===== src/rtl/rvvi_host_throttle_pkg.sv =====
// Shared definitions for the RVVI host throttle: FSM state encoding and the
// position of the fill-level byte within HostFiFoFillAmt.
package rvvi_host_throttle_pkg;

  typedef enum logic [1:0] {
    THR_IDLE,
    THR_ARM,
    THR_HOLD,
    THR_GAP
  } thr_state_e;

  localparam int unsigned FILL_MSB = 31;
  localparam int unsigned FILL_LSB = 24;
  localparam int unsigned FILL_W   = FILL_MSB - FILL_LSB + 1;

endpackage


===== src/rtl/rvvi_throttle_holdlen.sv =====
// Combinational stall-window length: BASE_HOLD in fixed mode, or BASE_HOLD
// shifted by min(msb_index(fill)+1, MAX_SHIFT) in adaptive mode (shift 0 when
// the fill byte is zero).
module rvvi_throttle_holdlen
  import rvvi_host_throttle_pkg::*;
#(
  parameter int unsigned BASE_HOLD = 4000,
  parameter int unsigned MAX_SHIFT = 4,
  parameter int unsigned CNT_W     = 17
) (
  input  logic [FILL_W-1:0] fill_byte,
  input  logic              adaptive,
  output logic [CNT_W-1:0]  hold_len
);

  logic [3:0] shift;

  // Highest set bit wins; clamp to MAX_SHIFT and force zero in fixed mode
  always_comb begin
    shift = '0;
    for (int unsigned i = 0; i < FILL_W; i++) begin
      if (fill_byte[i]) shift = 4'(i + 1);
    end
    if (32'(shift) > MAX_SHIFT) shift = 4'(MAX_SHIFT);
    if (!adaptive) shift = '0;
    hold_len = CNT_W'(BASE_HOLD) << shift;
  end

endmodule


===== src/rtl/rvvi_host_throttle.sv =====
// Host-directed stall window generator for the RVVI trace Ethernet path.
// Counts rising edges of NUM_SRC slow-down requests into a saturating pending
// counter and serves them one window at a time: wait for a frame boundary,
// hold HostStall for a fixed or fill-scaled length, then idle for GAP_CYCLES.
// Optional macro RVVI_THROTTLE_STATS_EN adds StallCycles/WindowCount outputs.
module rvvi_host_throttle
  import rvvi_host_throttle_pkg::*;
#(
  parameter int unsigned NUM_SRC    = 2,
  parameter int unsigned BASE_HOLD  = 4000,
  parameter int unsigned MAX_SHIFT  = 4,
  parameter int unsigned CNT_W      = 17,
  parameter int unsigned PEND_W     = 10,
  parameter int unsigned GAP_CYCLES = 16
) (
  input  logic               clk,
  input  logic               resetn,
  input  logic [NUM_SRC-1:0] HostRequestSlowDown,
  input  logic               RVVIStall,
  input  logic [31:0]        HostFiFoFillAmt,
  input  logic               AdaptiveMode,
  output logic               HostStall,
  output logic [PEND_W-1:0]  PendingCount,
  output logic               Overflow
`ifdef RVVI_THROTTLE_STATS_EN
  ,
  output logic [31:0]        StallCycles,
  output logic [15:0]        WindowCount
`endif
);

  localparam int unsigned SUM_W = PEND_W + 4;
  localparam int unsigned GAP_W = (GAP_CYCLES > 1) ? $clog2(GAP_CYCLES) : 1;
  localparam logic [GAP_W-1:0] GAP_LAST = GAP_W'((GAP_CYCLES == 0) ? 0 : GAP_CYCLES - 1);
  localparam logic [SUM_W-1:0] PEND_MAX = {4'b0000, {PEND_W{1'b1}}};

  thr_state_e         state, next_state;
  logic [NUM_SRC-1:0] req_prev;
  logic [NUM_SRC-1:0] edges;
  logic [3:0]         new_reqs;
  logic [CNT_W-1:0]   hold_len;
  logic [CNT_W-1:0]   hold_len_q;
  logic [CNT_W-1:0]   hold_cnt;
  logic [GAP_W-1:0]   gap_cnt;
  logic               hold_last;
  logic               arm_to_hold;
  logic               take_req;
  logic [SUM_W-1:0]   pend_sum;
  logic [PEND_W-1:0]  pend_next;
  logic               ovf_set;
  logic               unused_fill_bits;

  assign unused_fill_bits = ^HostFiFoFillAmt[FILL_LSB-1:0];

  rvvi_throttle_holdlen #(
    .BASE_HOLD (BASE_HOLD),
    .MAX_SHIFT (MAX_SHIFT),
    .CNT_W     (CNT_W)
  ) u_holdlen (
    .fill_byte (HostFiFoFillAmt[FILL_MSB:FILL_LSB]),
    .adaptive  (AdaptiveMode),
    .hold_len  (hold_len)
  );

  // Previous request levels for rising-edge detection
  always_ff @(posedge clk or negedge resetn) begin
    if (!resetn) req_prev <= '0;
    else         req_prev <= HostRequestSlowDown;
  end

  // Rising edges and their population count
  always_comb begin
    edges    = HostRequestSlowDown & ~req_prev;
    new_reqs = '0;
    for (int unsigned i = 0; i < NUM_SRC; i++) begin
      new_reqs = new_reqs + 4'(edges[i]);
    end
  end

  assign hold_last   = (hold_cnt == hold_len_q - CNT_W'(1));
  assign arm_to_hold = (state == THR_ARM) && RVVIStall;
  assign take_req    = (state == THR_IDLE) && ((new_reqs != '0) || (PendingCount != '0));

  // State register
  always_ff @(posedge clk or negedge resetn) begin
    if (!resetn) state <= THR_IDLE;
    else         state <= next_state;
  end

  // Next-state logic
  always_comb begin
    next_state = state;
    unique case (state)
      THR_IDLE: if (take_req) next_state = THR_ARM;
      THR_ARM:  if (RVVIStall) next_state = THR_HOLD;
      THR_HOLD: if (hold_last) next_state = (GAP_CYCLES == 0) ? THR_IDLE : THR_GAP;
      THR_GAP:  if (gap_cnt == GAP_LAST) next_state = THR_IDLE;
      default:  next_state = THR_IDLE;
    endcase
  end

  // Output logic
  always_comb begin
    HostStall = (state == THR_HOLD);
  end

  // Hold counter and window length latched at the frame boundary
  always_ff @(posedge clk or negedge resetn) begin
    if (!resetn) begin
      hold_cnt   <= '0;
      hold_len_q <= '0;
    end else if (arm_to_hold) begin
      hold_cnt   <= '0;
      hold_len_q <= hold_len;
    end else if (state == THR_HOLD) begin
      hold_cnt   <= hold_cnt + CNT_W'(1);
    end
  end

  // Gap counter, restarted throughout HOLD so GAP always begins at zero
  always_ff @(posedge clk or negedge resetn) begin
    if (!resetn)                 gap_cnt <= '0;
    else if (state == THR_HOLD)  gap_cnt <= '0;
    else if (state == THR_GAP)   gap_cnt <= gap_cnt + GAP_W'(1);
  end

  // Serving a request from IDLE nets to pend+new-1 whether the request came
  // from the queue or from an edge in the same cycle
  always_comb begin
    pend_sum = SUM_W'(PendingCount) + SUM_W'(new_reqs);
    if (take_req) pend_sum = pend_sum - SUM_W'(1);
    ovf_set   = 1'b0;
    pend_next = pend_sum[PEND_W-1:0];
    if (pend_sum > PEND_MAX) begin
      pend_next = '1;
      ovf_set   = 1'b1;
    end
  end

  // Pending counter and sticky overflow flag
  always_ff @(posedge clk or negedge resetn) begin
    if (!resetn) begin
      PendingCount <= '0;
      Overflow     <= 1'b0;
    end else begin
      PendingCount <= pend_next;
      if (ovf_set) Overflow <= 1'b1;
    end
  end

`ifdef RVVI_THROTTLE_STATS_EN
  // Saturating stall-cycle and window counters
  always_ff @(posedge clk or negedge resetn) begin
    if (!resetn) begin
      StallCycles <= '0;
      WindowCount <= '0;
    end else begin
      if ((state == THR_HOLD) && (StallCycles != '1)) StallCycles <= StallCycles + 32'd1;
      if (arm_to_hold && (WindowCount != '1))         WindowCount <= WindowCount + 16'd1;
    end
  end
`endif

endmodule


===== config.mk =====
export PLATFORM = sky130hd
export DESIGN_NAME = rvvi_host_throttle
export DESIGN_NICKNAME = d
export VERILOG_FILES = /design/src/rtl/rvvi_host_throttle_pkg.sv /design/src/rtl/rvvi_throttle_holdlen.sv /design/src/rtl/rvvi_host_throttle.sv
export SDC_FILE = /design/constraint.sdc
export NUM_CORES = 1
export LEC_CHECK = 0
export BUFFER_PORTS_ARGS = -buffer_cell sky130_fd_sc_hd__buf_2
export CAP_MARGIN = 20
export CORE_ASPECT_RATIO = 0.7
export CORE_MARGIN = 2
export CORE_UTILIZATION = 60
export CTS_CLUSTER_DIAMETER = 30
export DETAILED_ROUTE_END_ITERATION = 16
export PLACE_DENSITY = 0.95
export SLEW_MARGIN = 20
export SYNTH_ARGS = -nofsm -noshare
export SYNTH_HDL_FRONTEND = slang
export SYNTH_SLANG_ARGS = --single-unit

===== constraint.sdc =====
create_clock -name clk -period 4.8 [get_ports clk]
set_clock_uncertainty 0.1 [all_clocks]
set_input_delay 0.24 -clock clk [delete_from_list [all_inputs] [get_ports clk]]
set_output_delay 0.24 -clock clk [all_outputs]
set_load 0.03 [all_outputs]

==> results by group, run 1 <==
Routing
  – Initial drt markers: 296
  – Pre-antenna DRT Iters: 5
  – Total wire length: 6.54 mm
  – Avg Vias per Cell: 6.03
  – DRC violations left: 0
  – Drt wl/cell: 15.0 um
  – DRT antenna net count: 0
  – Vias: 2,630

Setup path
  – Crit path from: HostRequestSlowDown[0]
  – Critical path arrival: roughly 3.6 ns
  – CP startpoint kind: input port
  – Crit Path Category: input port to flip-flop
  – Critical Path RT: 4.85 ns
  – Worst Path Max Fanout: 11
  – Reg2Reg Launch Point: req_prev[1]
  – CP Capture Type: flip-flop

Global routing
  – Initial antenna violation count: 0
  – Tot GR Track Use: 24.2%
  – Aggregate global routing overflow: 0
  – First-pass GRT wire length: 11.2 mm
  – Number of global-route vias before repair: about 2,400
  – Pin count of the biggest net entering global routing: slightly below 50

Synthesis
  – Xor/xnor share of the synthesized area: 11.5%
  – Top-count cell post-synth: dfrtp_1
  – #FFs+latches synth: between 40 and 50
  – Synth Flop Type: dfrtp_1
  – Yosys warnings: 0
  – Largest cells by area after synthesis: dfrtp_1 (39%), xor2_1 (6.2%), xnor2_1 (5.3%)
  – Post-synthesis adder-cell area fraction: 5.46%
  – Yosys top cell by area: dfrtp_1
  – Top cells by count, synth: dfrtp_1 (48), nor2_1 (39), o21ai_0 (23)
  – Simple-gate area share of the yosys netlist: roughly a quarter
  – Post-synthesis sequential area ratio: 38.6%
  – Post-synth ARST share: 100%
  – Yosys top cell area share: roughly 39%
  – Post-synthesis compound-gate area fraction: between 10 and 15%
  – Largest family of logic cells by synthesized area: simple AND/OR/NAND/NOR gates
  – Avg Cell Area, Syn: approximately 9.0 um2
  – Synth cell types: 54
  – Mapped Cells: roughly 350
  – Post-synth EDFFs: 0
  – Syn Nets: 397
  – Mapped Area: 0.00312 mm2
  – Mux share of post-synthesis cell area: around 2%

Layout
  – Multi-input combinational cell area: 0.00180 mm2
  – FILL cells: 383
  – Finished Layout Cells: 436
  – Nets@finish: 417
  – Ant diodes: 0
  – Register Area: 0.00120 mm2
  – Layout cell share with drive strength beyond 1: a little under an eighth
  – Area Growth Syn to Fin: 8.67%

STA
  – Slew Limit Fails: 0
  – Worst Tran Pin Value: 0.924 ns
  – Fin crit period: 3.56 ns
  – Fin crit share: 74.1%
  – Fmax achieved: 0.281 GHz
  – Final hold viol count: 0
  – RSZ-0062 raised after global routing: no
  – Endpoints failing setup: 0
  – Slew HR: between 30% and 40%
  – Fin Hold WS: 0.182 ns
  – Final WS setup: 1.24 ns
  – TNS Setup: 0 ns

Floorplan
  – Starting Density: 63.7%
  – Ports: 50
  – # rows: 21
  – Die Y: 64.3 um
  – Core area: 0.00489 mm2
  – Die area: 0.00579 mm2
  – Die Wd: around 90 um

Clock network
  – Total CTS buffers: 5
  – CTS Root Cell: clkbuf_8
  – CTS tree: done
  – Resize count post-CTS: 0
  – Clock transition at path regs: 0.09 ns
  – Clk buf depth: 2
  – Clk sinks: 48
  – H-tree levels: 2
  – Clock Latency Late Sink: 0.31 ns

Place
  – DP Wirelength: between 4 and 5 mm
  – Port Buf Inserts: 25
  – RePlAce Congestion: 0.916
  – Cells after DPL: roughly 430
  – DP Worst Slack: roughly 1.6 ns

Pwr
  – Power Density: approximately 540 mW/mm2
  – LEAKAGE: approximately 1.5 nW
  – VDD IR max: just over 0.3 mV

Hold path
  – Worst Hold Class: input port to flip-flop
  – Worst min-delay path startpoint: HostFiFoFillAmt[30]

Outcome
  – Status: completed

Flow run
  – Max_cap viols: 0
[path summary, 6_finish.rpt]
| kind | end | slack [ns] | cells after the start |
|---|---|---|---|
| max in group asynchronous | hold_cnt[5] | 3.82 | 2 |
| worst min register to register | Overflow | 0.40 | 1 |
| worst max register to register | PendingCount[4] | 1.48 | 11 |
| worst max-delay path | PendingCount[4] | 1.24 | 12 |
| min in group asynchronous | hold_len_q[7] | 0.37 | 2 |
| worst min-delay path | hold_len_q[14] | 0.18 | 3 |
[state kept, by name, summed over array words and instances (netlist names)]
| signal | count |
|---|---|
| gap_cnt | 4 |
| Overflow | 1 |
| state | 2 |
| hold_len_q | 12 |
| PendingCount | 10 |
| req_prev | 2 |
| hold_cnt | 17 |
[per-layer routing]
metal / global-route usage (%) / up-vias / wire (um)
met5: 0 / - / 0
met3: 5.31 / 7 / 434
met4: 5.19 / 0 / 44
li1: - / 1276 / -
met2: 36.1 / 97 / 2830
met1: 36.2 / 1250 / 3230
[final cells by class]
cell class	count	area share [%]
inverter	12	1.33
timing repair buffer	28	4.66
multi-input combinational	271	53.3
clock buffer	6	2.44
clock inverter	2	0.296
sequential	48	35.5
tap	69	2.55
[kinds of logic after synthesis]
kind of cell,after synthesis
AND/OR/NAND/NOR,145
flip-flops,48
AO/OA/AOI/OAI,66
multiplexers,6
buffers and inverters,27
adder cells (fa/ha/maj),13
XOR/XNOR,41
[per-stage QoR]
| stage | total power, mW | util, % | cell area (um2) |
|---|---|---|---|
| finish | 1.82 | 69.3 | 3390 |
| global route | 1.97 | 69.3 | 3390 |
| CTS | 1.82 | 69.0 | 3370 |
| detailed placement | 1.56 | 66.7 | 3260 |
| global placement | 1.52 | 66.7 | 3260 |
| floorplan | 1.37 | - | 3120 |
[power breakdown]
part / switching (mW) / internal, mW
sequential: 0.197 / 0.525
clock: 0.135 / 0.115
combinational: 0.508 / 0.339
total: 0.840 / 0.979
[cell usage in the layout (no fill, tap or decap), drive strengths merged, types with 6 or more instances in the layout]
cell,n
dfrtp,48
nor2,39
buf,25
o21ai,23
xor2,22
xnor2,19
nand2,18
nand3,15
inv,12
nor3,12
ha,12
nand4,10
a21oi,10
and3,8
nor4,7
nor2b,6
and2,6
or3,6
clkbuf,6
[repair_timing]
action,4_1_cts,5_1_grt
setup endpoints to repair,0,0
setup buffers,0,0
hold buffers,2,1
endpoints found under the hold margin,2,48
[critical path, stage by stage]
cell	delay (ns)
dlygate4sd3_1	0.53
buf_2	0.12
nor2b_1	0.13
ha_1	0.30
ha_1	0.22
fa_1	0.50
xor2_1	0.26
nor3_1	0.10
nand4_1	0.20
o21ai_0	0.15
a21oi_1	0.64
o21ai_0	0.22
No activity file was read; power rests on OpenSTA's default activity.
==> inputs of run 2 (changes only) <==
--- a/config.mk
+++ b/config.mk
@@ -9,10 +9,10 @@
 export CAP_MARGIN = 20
 export CORE_ASPECT_RATIO = 0.7
 export CORE_MARGIN = 2
-export CORE_UTILIZATION = 60
+export CORE_UTILIZATION = 51
 export CTS_CLUSTER_DIAMETER = 30
 export DETAILED_ROUTE_END_ITERATION = 16
-export PLACE_DENSITY = 0.95
+export PLACE_DENSITY = 0.88
 export SLEW_MARGIN = 20
 export SYNTH_ARGS = -nofsm -noshare
 export SYNTH_HDL_FRONTEND = slang
==> constraint.sdc (replaced) <==
create_clock -name clk -period 3 [get_ports clk]
set_clock_uncertainty 0.1 [all_clocks]
set_input_delay 0.15 -clock clk [delete_from_list [all_inputs] [get_ports clk]]
set_output_delay 0.15 -clock clk [all_outputs]
set_load 0.03 [all_outputs]
==> run 2 against run 1 <==
  * Setup slack got worse by 1.2 ns
  * Core utilization fell by 7.4 points
  * Via count rose by 5.2%
  * Sequential cell count did not move
  * Sequential share of layout area fell by 2.1 points
  * Final cell count rose by 3.9%
  * Highest routed layer unchanged
==> results by group, run 2 (same netlist as run 1, synthesis figures left out) <==
STA
  – Worst Tran Pin Value: 0.955 ns
  – Fin crit period: around 2.9 ns
  – Fin crit share: a little over nine tenths
  – Final hold viol count: 0
  – Slew Limit Fails: 0
  – Endpoints failing setup: 0
  – Slew HR: 36.4%
  – TNS Setup: 0 ns
  – Fmax achieved: 0.340 GHz

Routing
  – Initial drt markers: 186
  – DRC violations left: 0
  – Drt wl/cell: 15.7 um
  – DRT antenna net count: 0
  – Total wire length: 7.12 mm
  – Avg Vias per Cell: 6.11
  – Vias: 2,768
  – Pre-antenna DRT Iters: 5

Pwr
  – Power Density: a little under 900 mW/mm2
  – VDD IR max: 0.325 mV
  – LEAKAGE: 1.53 nW

Clock network
  – Clk buf depth: 2
  – CTS tree: done
  – H-tree levels: 2
  – Total CTS buffers: 5
  – Clock Latency Late Sink: around 0.30 ns
  – Clock transition at path regs: about 0.09 ns
  – CTS Root Cell: clkbuf_8
  – Clk sinks: 48

Floorplan
  – Die area: 0.00676 mm2
  – Ports: 50
  – Die Y: 69.4 um
  – Starting Density: 53.6%
  – Core area: 0.00581 mm2
  – # rows: 23
  – Die Wd: 97.4 um

Layout
  – Multi-input combinational cell area: approximately 0.0019 mm2
  – Layout cell share with drive strength beyond 1: 17.7%
  – Area Growth Syn to Fin: 15.5%
  – Most common cell after layout, fill and taps aside: dfrtp_1
  – Biggest register: hold_cnt
  – FILL cells: 461
  – Ant diodes: 0
  – Register Area: 0.00120 mm2
  – Most frequent cells in the layout: dfrtp_1 (48), nor2_1 (39), buf_2 (24)
  – Nets@finish: ~430
  – Core Util, Final: 61.9%
  – Largest registers: hold_cnt (17), hold_len_q (12), PendingCount (10)
  – Largest register FFs: 17

Setup path
  – Reg2reg path depth: 11
  – Reg2reg end: PendingCount[5]
  – CP delay by family, top: simple AND/OR/NAND/NOR gates
  – Worst Path Buf+Inv: 1
  – Critical Path RT: between 3 and 4 ns
  – Reg2Reg Launch Point: req_prev[0]
  – Crit Path Category: flip-flop to flip-flop
  – Crit-path cells: nor2b_4, ha_4, ha_4, fa_2, nand4_1, nand4_1, and3_1, nor3_2, a21oi_4, buf_12, o21ai_0
  – Worst Path Max Fanout: 11
  – CP startpoint kind: flip-flop
  – Crit path from: req_prev[0]
  – Critical path's slowest cell: dfrtp_1
  – CP Capture Type: flip-flop
  – CP peak stage delay: 0.41 ns
  – Critical path arrival: 3.06 ns
  – Internal reg-to-reg setup slack: around 0.056 ns

Hold path
  – Worst min-delay path startpoint: HostFiFoFillAmt[30]
  – Worst Hold Class: input port to flip-flop
  – Hold Path Depth: 3
  – Hold Path Sink: hold_len_q[14]

Global routing
  – Initial antenna violation count: 0
  – First-pass GRT wire length: around 12 mm
  – Tot GR Track Use: 20.7%
  – Aggregate global routing overflow: 0
  – Pin count of the biggest net entering global routing: 49
  – Number of global-route vias before repair: 2,513

Place
  – Port Buf Inserts: 25
  – RePlAce Congestion: 0.889
  – DP Wirelength: 4.88 mm

Flow run
  – Max_cap viols: 0

Outcome
  – Status: completed
## run 2: changes by cell type in the layout (fill, tap and decap cells not counted), moves of 2 or more
| cell | delta |
|---|---|
| nor3_1 | -3 |
| ha_4 | +2 |
| ha_1 | -2 |
| a21oi_1 | -2 |
| nor3_2 | +3 |
| buf_4 | +10 |
## run 2: area by class of cell
type	count	area share [%]
Sequential cell	48	33.4
Multi-Input combinational cell	271	52.6
Inverter	12	1.25
Clock inverter	3	1.18
Clock buffer	5	1.91
Tap cell	75	2.61
Timing Repair Buffer	39	7.02
## run 2: worst register-to-register path: cells and delay by family, from the launching register on
family | cells | cell delay (ns)
fa+ha+maj | 3 | 0.79
flops | 1 | 0.41
simple gates | 5 | 1.10
buf+inv | 1 | 0.17
compound gates | 2 | 0.30
## run 2: where the power goes
| group | internal (mW) | total (mW) | switching [mW] |
|---|---|---|---|
| clock network | 0.247 | 0.464 | 0.217 |
| registers | 0.840 | 1.17 | 0.334 |
| logic | 0.625 | 1.51 | 0.881 |
| total | 1.71 | 3.14 | 1.43 |
## run 2: metal layers
metal	wire (um)	part of all wire, %	GRT usage [%]	up-vias
met2	3270	46	31.0	120
met1	3200	45	30.1	1333
met4	128	1.8	6.94	0
met3	533	7.5	3.83	14
met5	0	0	0	-
li1	-	-	-	1301
## run 2: repair_timing
| action | in CTS | in global routing |
|---|---|---|
| endpoints found under the hold margin | 50 | 0 |
| hold buffers | 3 | 0 |
| setup buffers | 1 | 2 |
| setup endpoints to repair | 11 | 11 |
| pin swaps | 0 | 5 |
| resized for setup | 2 | 16 |
## run 2: how the worst max path moves through the flow
stage	end	slack (ns)	cells after the start
floorplan	PendingCount[9]	0.17	12
global placement	PendingCount[1]	-0.07	11
detailed placement	PendingCount[5]	-0.23	11
CTS	PendingCount[5]	0.08	11
global route	PendingCount[5]	-0.1	11
finish	PendingCount[5]	0.06	11
## run 2: per-stage QoR
step                      area (um2)  hold slack, ns  instances  power, mW  setup slack, ns
after floorplan                 3120          -0.246        346       2.19            0.167
after global placement          3330           0.179        439       2.49          -0.0748
after detailed placement        3330           0.180        439       2.56           -0.225
after CTS                       3480          0.0840        451       3.05           0.0834
after global routing            3600           0.119        453       3.36          -0.0999
final                           3600          0.0957        453       3.14           0.0560
==> inputs of run 3 (changes only) <==
--- a/config.mk
+++ b/config.mk
@@ -13,6 +13,7 @@
 export CTS_CLUSTER_DIAMETER = 30
 export DETAILED_ROUTE_END_ITERATION = 16
 export PLACE_DENSITY = 0.88
+export SETUP_SLACK_MARGIN = 0.1
 export SLEW_MARGIN = 20
 export SYNTH_ARGS = -nofsm -noshare
 export SYNTH_HDL_FRONTEND = slang
==> run 3 against run 2 <==
  * First-iteration DRC count increased by 15%
  * Sequential power about the same
  * Worst hold slack got worse by 0.0049 ns
  * Sequential share of layout area decreased by 0.070 points
  * Setup slack improved by 0.10 ns
  * Clock-buffer cell count unchanged
  * Non-clock buffer count increased by 3
  * Global-route usage increased by 0.35 points
  * Via count about the same
  * Core utilization increased by 0.13 points
==> results by group, run 3 (same netlist as run 1, synthesis figures left out) <==
Setup path
  – Reg2reg end: PendingCount[9]
  – Reg2reg path depth: 10
  – Setup crit end: PendingCount[9]
  – Crit Path Category: flip-flop to flip-flop
  – Crit path from: req_prev[0]
  – CP Capture Type: flip-flop
  – Worst Path Max Fanout: 4
  – Critical Path RT: 3.08 ns
  – CP startpoint kind: flip-flop
  – Critical path arrival: between 2 and 3 ns
  – Internal reg-to-reg setup slack: 0.16 ns
  – Reg2Reg Launch Point: req_prev[0]

Hold path
  – Hold Path Depth: 3
  – Worst Hold Class: input port to flip-flop

Flow run
  – Max_cap viols: 0

Pwr
  – Internal power: 1.73 mW
  – Sw power: 1.43 mW
  – Power Density: 877 mW/mm2
  – Seq pwr share: 37.1%
  – Sw Share: between 40% and 50%
  – VDD IR max: 0.323 mV
  – LEAKAGE: 1.53 nW
  – Clk network pwr share: 14.7%
  – Final Power: 3.16 mW
  – Combinational power share: 48.3%

Routing
  – DRT antenna net count: 0
  – Total wire length: a little under 7 mm
  – DRC violations left: 0
  – Vias: 2,769
  – Drt wl/cell: 15.3 um
  – Pre-antenna DRT Iters: 4
  – Avg Vias per Cell: 6.07
  – Initial drt markers: 214

STA
  – Fmax achieved: 0.352 GHz
  – Fin crit share: 94.7%
  – RSZ-0062 raised after global routing: yes
  – TNS Setup: 0 ns
  – Slew HR: 37.4%
  – Endpoints failing setup: 0
  – Worst Tran Pin Value: 0.939 ns
  – Final hold viol count: 0
  – Fin crit period: 2.84 ns
  – Slew Limit Fails: 0
  – Fin Hold WS: 0.0907 ns

Floorplan
  – Die Y: around 69 um
  – Core area: 0.00581 mm2
  – # rows: 23
  – Die Wd: 97.4 um
  – Starting Density: 53.6%
  – Ports: 50
  – Die area: 0.00676 mm2

Layout
  – Biggest register: hold_cnt
  – Most frequent cells in the layout: dfrtp_1 (48), nor2_1 (39), buf_2 (24)
  – Most common cell after layout, fill and taps aside: dfrtp_1
  – Largest register FFs: 17
  – Largest registers: hold_cnt (17), hold_len_q (12), PendingCount (10)
  – Area Growth Syn to Fin: 15.7%
  – FILL cells: approximately 460
  – Ant diodes: 0
  – Layout cell share with drive strength beyond 1: 18.6%
  – Nets@finish: 431
  – Cell area after layout: 0.00361 mm2
  – Core Util, Final: 62.0%

Place
  – Cell Area, Placed: 0.00333 mm2
  – RePlAce Congestion: 0.889
  – Port Buf Inserts: 25
  – DP Wirelength: 4.88 mm

Global routing
  – First-pass GRT wire length: 11.9 mm
  – Initial antenna violation count: 0
  – Tot GR Track Use: 21.0%
  – Pin count of the biggest net entering global routing: 49
  – Aggregate global routing overflow: 0
  – Number of global-route vias before repair: 2,528

Clock network
  – H-tree levels: 2
  – Clk buf depth: 2
  – Clock transition at path regs: 0.09 ns
  – Total CTS buffers: 5
  – Clock Latency Late Sink: about 0.3 ns
  – CTS Root Cell: clkbuf_8
  – CTS tree: done
  – Clk sinks: 48

Outcome
  – Status: completed
[run 3: cell count changes in the layout (fill, tap and decap cells not counted), sizes merged]
cell,delta
buf,+3
[run 3: stage by stage]
stage	setup slack, ns	std cells
after floorplan	0.167	346
after global placement	-0.0748	439
after detailed placement	-0.225	439
after CTS	0.107	454
after global routing	0.00484	456
final	0.158	456
[run 3: power groups by stage]
stage                     clock network (mW)  logic [mW]  registers [mW]
after CTS                              0.471        1.46            1.16
after detailed placement                   0        1.39            1.17
after floorplan                            0        1.03            1.15
after global placement                     0        1.34            1.15
final                                  0.464        1.53            1.17
after global routing                   0.502        1.67            1.21
[run 3: worst min-delay path by stage]
stage / from / end / slack [ns]
2_1_floorplan: resetn / Overflow / -0.25
3_3_place_gp: HostRequestSlowDown[0] / req_prev[0] / 0.18
3_5_place_dp: HostRequestSlowDown[1] / req_prev[1] / 0.18
4_1_cts: HostFiFoFillAmt[30] / hold_len_q[14] / 0.08
5_1_grt: HostFiFoFillAmt[30] / hold_len_q[14] / 0.12
6_report: HostFiFoFillAmt[30] / hold_len_q[14] / 0.09
[run 3: what timing repair did]
item | CTS | global route
endpoints found under the hold margin | 50 | 0
pin swaps | 5 | 6
buffers inserted | 4 | 2
hold buffers | 3 | 0
setup endpoints to repair | 11 | 11
resized for setup | 8 | 11
[run 3: cell type report]
cell class              instances  area (um2)  share of cell area [%]
clock buffers                   5        68.8                    1.91
clock inverters                 3        42.5                    1.18
inverters                      12        45.0                    1.25
multi-input cells             271        1890                    52.5
flip-flops and latches         48        1200                    33.3
well taps                      75        93.8                    2.60
repair buffers                 42         263                    7.29
[run 3: worst max-delay path, stage by stage (launching register included)]
cell,delay (ns)
dfrtp_1,0.40
nor2b_4,0.15
ha_4,0.23
ha_4,0.16
fa_2,0.38
xor2_2,0.18
nor3_2,0.21
nand4_1,0.24
or3_4,0.45
a21oi_2,0.14
o22ai_2,0.08
[run 3: metal layers]
layer  global-route usage, %  up-vias  part of all wire, %
li1                        -     1311                    -
met4                    6.79        0                  1.9
met2                    31.8       96                   45
met3                    3.63       12                  6.1
met1                    30.7     1350                   47
met5                       0        -                    0
